`config.mk`:
```
export PLATFORM = sky130hd
export DESIGN_NAME = fft_bfly2_pipe
export DESIGN_NICKNAME = d
export VERILOG_FILES = /design/src/rtl/fft_pkg.sv /design/src/rtl/fft_cmul_pipe.sv /design/src/rtl/fft_bfly2_pipe.sv
export SDC_FILE = /design/constraint.sdc
export NUM_CORES = 2
export LEC_CHECK = 0
export ABC_CLOCK_PERIOD_IN_PS = 17500
export CORE_UTILIZATION = 65
export DETAILED_ROUTE_END_ITERATION = 10
export HOLD_SLACK_MARGIN = 0.12
export PLACE_DENSITY = 0.91
export SLEW_MARGIN = 20
export SYNTH_ARGS = -nofsm -noshare
export SYNTH_HDL_FRONTEND = slang
export SYNTH_SLANG_ARGS = --single-unit
```
`constraint.sdc`:
```
create_clock -name clk -period 17.5 [get_ports clk]
set_input_delay 1.75 -clock clk [delete_from_list [all_inputs] [get_ports clk]]
set_output_delay 1.75 -clock clk [all_outputs]
set_load 0.01 [all_outputs]
```
`src/rtl/fft_pkg.sv`:
```
// Shared FFT datapath types and default widths.
package fft_pkg;

   localparam int unsigned FFT_DATA_WD_DEF = 10;
   localparam int unsigned FFT_WN_WD_DEF   = 10;
   // Twiddles are Q2.F, so +1.0 is 2^F
   localparam int unsigned FFT_WN_FRAC_DEF = FFT_WN_WD_DEF - 2;

   typedef struct packed {
      logic signed [FFT_DATA_WD_DEF-1:0] re;
      logic signed [FFT_DATA_WD_DEF-1:0] im;
   } fft_cplx_t;

   typedef struct packed {
      logic inv;
      logic scale;
      logic rnd;
   } fft_mode_t;

endpackage

```
`src/rtl/fft_cmul_pipe.sv`:
```
// Registered complex multiplier p = b * w', with w' = conj(w) when conj is set.
module fft_cmul_pipe #(
   parameter int unsigned DATA_WD = 10,
   parameter int unsigned WN_WD   = 10
) (
   input  logic                             clk,
   input  logic                             rstn,
   input  logic                             en,
   input  logic signed [DATA_WD-1:0]        b_re,
   input  logic signed [DATA_WD-1:0]        b_im,
   input  logic signed [WN_WD-1:0]          w_re,
   input  logic signed [WN_WD-1:0]          w_im,
   input  logic                             conj,
   output logic signed [DATA_WD+WN_WD+1:0]  p_re,
   output logic signed [DATA_WD+WN_WD+1:0]  p_im
);

   localparam int unsigned PW = DATA_WD + WN_WD + 2;

   logic signed [PW-1:0] br_x, bi_x, wr_x, wi_x;
   logic signed [PW-1:0] p_re_c, p_im_c;

   // Widen before negating so conj of the most negative twiddle stays exact
   always_comb begin
      br_x   = PW'(b_re);
      bi_x   = PW'(b_im);
      wr_x   = PW'(w_re);
      wi_x   = conj ? -PW'(w_im) : PW'(w_im);
      p_re_c = br_x * wr_x - bi_x * wi_x;
      p_im_c = br_x * wi_x + bi_x * wr_x;
   end

   always_ff @(posedge clk or negedge rstn) begin
      if (!rstn) begin
         p_re <= '0;
         p_im <= '0;
      end else if (en) begin
         p_re <= p_re_c;
         p_im <= p_im_c;
      end
   end

endmodule

```
`src/rtl/fft_bfly2_pipe.sv`:
```
// Three-stage radix-2 DIT butterfly with valid/ready flow control.
// Define FFT_BFLY2_SAT_EN for output saturation and overflow flag/counter.
module fft_bfly2_pipe
   import fft_pkg::*;
#(
   parameter int unsigned FFT_DATA_WD    = FFT_DATA_WD_DEF,
   parameter int unsigned FFT_WN_WD      = FFT_WN_WD_DEF,
   parameter int unsigned FFT_OVF_CNT_WD = 16
) (
   input  logic                          clk,
   input  logic                          rstn,
   input  logic                          din_vld,
   output logic                          din_rdy,
   input  logic signed [FFT_DATA_WD-1:0] din_1_re,
   input  logic signed [FFT_DATA_WD-1:0] din_1_im,
   input  logic signed [FFT_DATA_WD-1:0] din_2_re,
   input  logic signed [FFT_DATA_WD-1:0] din_2_im,
   input  logic signed [FFT_WN_WD-1:0]   wn_re,
   input  logic signed [FFT_WN_WD-1:0]   wn_im,
   input  logic                          mode_inv,
   input  logic                          mode_scale,
   input  logic                          mode_rnd,
   output logic                          dout_vld,
   input  logic                          dout_rdy,
   output logic signed [FFT_DATA_WD-1:0] dout_1_re,
   output logic signed [FFT_DATA_WD-1:0] dout_1_im,
   output logic signed [FFT_DATA_WD-1:0] dout_2_re,
   output logic signed [FFT_DATA_WD-1:0] dout_2_im,
   output logic                          ovf_flag,
   output logic [FFT_OVF_CNT_WD-1:0]     ovf_cnt,
   input  logic                          ovf_clr
);

   localparam int unsigned IW   = FFT_DATA_WD + FFT_WN_WD + 2;
   localparam int unsigned FRAC = FFT_WN_WD - 2;

   logic adv;

   // Whole pipe moves in lockstep; bubbles are kept, not squeezed out
   assign adv     = ~dout_vld | dout_rdy;
   assign din_rdy = adv;

   logic                          s1_vld;
   fft_mode_t                     s1_mode;
   logic signed [FFT_DATA_WD-1:0] s1_a_re, s1_a_im, s1_b_re, s1_b_im;
   logic signed [FFT_WN_WD-1:0]   s1_wn_re, s1_wn_im;

   always_ff @(posedge clk or negedge rstn) begin
      if (!rstn) begin
         s1_vld   <= 1'b0;
         s1_mode  <= '0;
         s1_a_re  <= '0;
         s1_a_im  <= '0;
         s1_b_re  <= '0;
         s1_b_im  <= '0;
         s1_wn_re <= '0;
         s1_wn_im <= '0;
      end else if (adv) begin
         s1_vld   <= din_vld;
         s1_mode  <= {mode_inv, mode_scale, mode_rnd};
         s1_a_re  <= din_1_re;
         s1_a_im  <= din_1_im;
         s1_b_re  <= din_2_re;
         s1_b_im  <= din_2_im;
         s1_wn_re <= wn_re;
         s1_wn_im <= wn_im;
      end
   end

   logic                          s2_vld;
   fft_mode_t                     s2_mode;
   logic signed [FFT_DATA_WD-1:0] s2_a_re, s2_a_im;
   logic signed [IW-1:0]          s2_p_re, s2_p_im;

   fft_cmul_pipe #(
      .DATA_WD (FFT_DATA_WD),
      .WN_WD   (FFT_WN_WD)
   ) u_cmul (
      .clk  (clk),
      .rstn (rstn),
      .en   (adv),
      .b_re (s1_b_re),
      .b_im (s1_b_im),
      .w_re (s1_wn_re),
      .w_im (s1_wn_im),
      .conj (s1_mode.inv),
      .p_re (s2_p_re),
      .p_im (s2_p_im)
   );

   always_ff @(posedge clk or negedge rstn) begin
      if (!rstn) begin
         s2_vld  <= 1'b0;
         s2_mode <= '0;
         s2_a_re <= '0;
         s2_a_im <= '0;
      end else if (adv) begin
         s2_vld  <= s1_vld;
         s2_mode <= s1_mode;
         s2_a_re <= s1_a_re;
         s2_a_im <= s1_a_im;
      end
   end

   logic signed [IW-1:0]          a_re_x, a_im_x, rnd_add_c;
   logic signed [IW-1:0]          sum_c [4];
   logic signed [IW-1:0]          shd_c [4];
   logic signed [FFT_DATA_WD-1:0] res_c [4];
   int unsigned                   sh_c;

`ifdef FFT_BFLY2_SAT_EN
   localparam logic signed [IW-1:0] SAT_MAX = IW'((1 << (FFT_DATA_WD - 1)) - 1);
   localparam logic signed [IW-1:0] SAT_MIN = ~SAT_MAX;
   logic [3:0] sat_c;
`endif

   // Lane order: out1.re, out1.im, out2.re, out2.im
   always_comb begin
      a_re_x    = IW'(s2_a_re) <<< FRAC;
      a_im_x    = IW'(s2_a_im) <<< FRAC;
      sh_c      = s2_mode.scale ? FRAC + 1 : FRAC;
      rnd_add_c = s2_mode.rnd ? (IW'(1) <<< (sh_c - 1)) : '0;
      sum_c[0]  = a_re_x + s2_p_re;
      sum_c[1]  = a_im_x + s2_p_im;
      sum_c[2]  = a_re_x - s2_p_re;
      sum_c[3]  = a_im_x - s2_p_im;
`ifdef FFT_BFLY2_SAT_EN
      sat_c     = '0;
`endif
      for (int i = 0; i < 4; i++) begin
         shd_c[i] = (sum_c[i] + rnd_add_c) >>> sh_c;
`ifdef FFT_BFLY2_SAT_EN
         if (shd_c[i] > SAT_MAX) begin
            res_c[i] = SAT_MAX[FFT_DATA_WD-1:0];
            sat_c[i] = 1'b1;
         end else if (shd_c[i] < SAT_MIN) begin
            res_c[i] = SAT_MIN[FFT_DATA_WD-1:0];
            sat_c[i] = 1'b1;
         end else begin
            res_c[i] = shd_c[i][FFT_DATA_WD-1:0];
         end
`else
         res_c[i] = shd_c[i][FFT_DATA_WD-1:0];
`endif
      end
   end

   always_ff @(posedge clk or negedge rstn) begin
      if (!rstn) begin
         dout_vld  <= 1'b0;
         dout_1_re <= '0;
         dout_1_im <= '0;
         dout_2_re <= '0;
         dout_2_im <= '0;
      end else if (adv) begin
         dout_vld  <= s2_vld;
         dout_1_re <= res_c[0];
         dout_1_im <= res_c[1];
         dout_2_re <= res_c[2];
         dout_2_im <= res_c[3];
      end
   end

`ifdef FFT_BFLY2_SAT_EN
   logic out_sat;

   always_ff @(posedge clk or negedge rstn) begin
      if (!rstn) begin
         out_sat <= 1'b0;
      end else if (adv) begin
         out_sat <= s2_vld & (|sat_c);
      end
   end

   // One count per saturating transaction, counted when it leaves; clear has priority
   always_ff @(posedge clk or negedge rstn) begin
      if (!rstn) begin
         ovf_flag <= 1'b0;
         ovf_cnt  <= '0;
      end else if (ovf_clr) begin
         ovf_flag <= 1'b0;
         ovf_cnt  <= '0;
      end else if (dout_vld && dout_rdy && out_sat) begin
         ovf_flag <= 1'b1;
         if (ovf_cnt != '1) begin
            ovf_cnt <= ovf_cnt + FFT_OVF_CNT_WD'(1);
         end
      end
   end
`else
   logic unused_c;

   assign ovf_flag = 1'b0;
   assign ovf_cnt  = '0;
   assign unused_c = ^{shd_c[0], shd_c[1], shd_c[2], shd_c[3], ovf_clr};
`endif

endmodule

```
==> flow_summary.ini <==
[synth]
synth.most_common_cell = nand2_1
synth_top_cell_by_area = fa_1
synth_edf_count = 0
ys_top_cells_by_count = nand2_1 (585), inv_1 (520), fa_1 (401)
ys_seq_area_share_pct = 15.80
yosysUniqueCellTypes = 75
synth_warnings = 0
async_flop_share_pct = 100.0
synth.avg_cell_area_um2 = 8.760
synth_top_flop_cell = dfrtp_1
synth_area_leaders = fa_1 (31%), dfrtp_1 (16%), ha_1 (13%)
synth_seq_cells = 166
yosysTopAreaCellShare_pct = 30.54
synth_cells = 3001
synth_area_um2 = 26290

[clocking]
clkSinkCount = 166
clockBufferDepth = 2
cts_tree = built
cts_root_buf = clkbuf_16
numCtsBuffers = 17
cts_setup_buffers = 0
clk_latency_ps = 500
clkSlewWorstSetupHoldPaths_ps = 80
ctsResizeCount = 0
holdBufCountCts = 0
ctsHtreeMaxLevel = 4

[place]
io_buffers = 108
gp_congestion = 0.9619
dpl_cell_area_um2 = 27670
hpwl_um = 48230
placed_cells = 3521
dp_slack_ps = 7748

[worst_setup_path]
reg2reg_depth = 29
worstPathMaxFanout = 26
critPathLaunchType = flip-flop
cp_slowest_cell = dfrtp_1
slowest_delay_ps = 1170
critical_path_class = flip-flop to flip-flop
worstPathRequired_ps = 17890
arrival_ps = 10390
crit_top_cell = fa_1
critPathCaptureType = flip-flop

[global_routing]
grt_pass1_vias = 22570
grt_pass1_wl_um = 107500
overflow = 0
grt_max_degree = 106
antenna_found_initial = 0
track_usage_pct = 33.27

[cells_and_area]
nFillCells = 2754
fin_area_um2 = 28300
nets = 3759
drive_above_1_share_pct = 3.103
multi_input_comb_area_um2 = 19610
synthToLayoutAreaGrowth_pct = 7.672
seqCellArea_um2 = 4154
fin_cells = 3555

[timing]
finClkSkew_ps = 16.86
max_freq_mhz = 100.1
worstMarginPinSlew_ps = 1251
fin_crit_sh_pct = 57.11
final_max_slew_viol_count = 0
finalWorstSetupSlack_ps = 7506
fin_crit_ps = 9994
rsz0062_at_grt = no
hold_viol = 0
setup_violations = 0
maxSlewHeadroom_pct = 16.61
tns_ps = 0

[drt]
viasPerCell = 5.807
first_iter_violations = 1685
wl_um = 64440
drc = 0
wl_per_cell_um = 18.13
dr_total_vias = 20640
detailedRoute.firstPassIterationCount = 5
ant_nets = 0

[outcome]
status = completed

[floorplan]
coreArea_um2 = 39820
pin_count = 127
rows = 73
dieWidth_um = 203.1
die_height_um = 203.1
start_util_pct = 66.01
die_area_um2 = 41250

[run]
drv_cap = 0

[hold_path]
holdCritPathClass = flip-flop to flip-flop
whs_path_depth = 2
placed cells by master (no fill, tap or decap), types with 38 or more instances in the layout:
cell,instances
inv_1,520
dfrtp_1,166
a21oi_1,72
xor2_1,38
nand2_1,585
ha_1,274
and2_1,212
fa_1,401
nor2_1,102
xnor2_1,105
clkdlybuf4s50_1,107
o21ai_0,85
sequential cells by signal, summed over array words and instances (netlist names), 3 cells and up:
signal	cells
s1_mode	3
s1_wn_im	10
s1_b_im	10
s1_a_im	10
dout_1_im	10
u_cmul.p_re	19
s1_wn_re	10
s1_b_re	10
s1_a_re	10
s2_a_re	10
dout_2_im	10
dout_2_re	10
dout_1_re	10
s2_a_im	10
u_cmul.p_im	19
layer usage:
metal / vias up / GRT usage (%) / share of wire (%)
met1: 10200 / 38.41 / 36
met2: 1000 / 56.62 / 49
met4: 0 / 21.21 / 6.2
met3: 268 / 6.709 / 8.1
li1: 9177 / - / -
met5: - / 0 / 0
final timing paths:
check	from	endpoint	slack (ps)
setup reg to reg	s1_b_re[3]$_DFFE_PN0P_	u_cmul.p_re[18]$_DFFE_PN0P_	7510
setup / recovery	s1_b_re[3]$_DFFE_PN0P_	u_cmul.p_re[18]$_DFFE_PN0P_	7510
hold / removal	s1_a_im[6]$_DFFE_PN0P_	s1_a_im[6]$_DFFE_PN0P_	470
hold reg to reg	s1_a_im[6]$_DFFE_PN0P_	s1_a_im[6]$_DFFE_PN0P_	470
min in group asynchronous	rstn	s2_a_im[8]$_DFFE_PN0P_	1330
max in group asynchronous	rstn	s1_wn_im[6]$_DFFE_PN0P_	14990
area by class of cell:
cell class	count	share of cell area, %
Antenna cell	1	0.008841
Clock buffer	17	1.503
Clock inverter	15	0.6189
Inverter	523	6.945
Multi-Input combinational cell	2171	69.26
Sequential cell	166	14.68
Tap cell	525	2.321
Timing Repair Buffer	137	4.664
stage by stage:
stage	utilization [%]	hold WS, ps
after floorplan	-	430.0
after global placement	69.49	442.4
after detailed placement	69.49	455.6
after CTS	71.00	471.7
after global routing	71.07	497.6
final	71.08	469.8
cells by family (layout without fill, tap and decap cells):
group                      Yosys count  after routing  synth area share (%)
AOI/OAI and AO/OA                  296            296                 7.197
xor gates and xnor gates           148            148                 5.064
adders and majority gates          675            675                 43.58
buffers and inverters              680            692                 9.976
DFF                                166            166                 15.80
muxes                               15             15                0.5997
other                                1             18               0.01427
and+or+nand+nor                   1020           1020                 17.77
critical path, delay by kind of cell (launching register included):
kind	cells	cell delay [ps]
buf+inv	5	230
mux	1	290
compound gates	8	2100
simple gates	2	440
flops	1	1170
xor+xnor	2	670
fa+ha+maj	11	4980
Power is not shown: default switching activity piles up to over one toggle a cycle in this logic, so the estimate is an artifact.
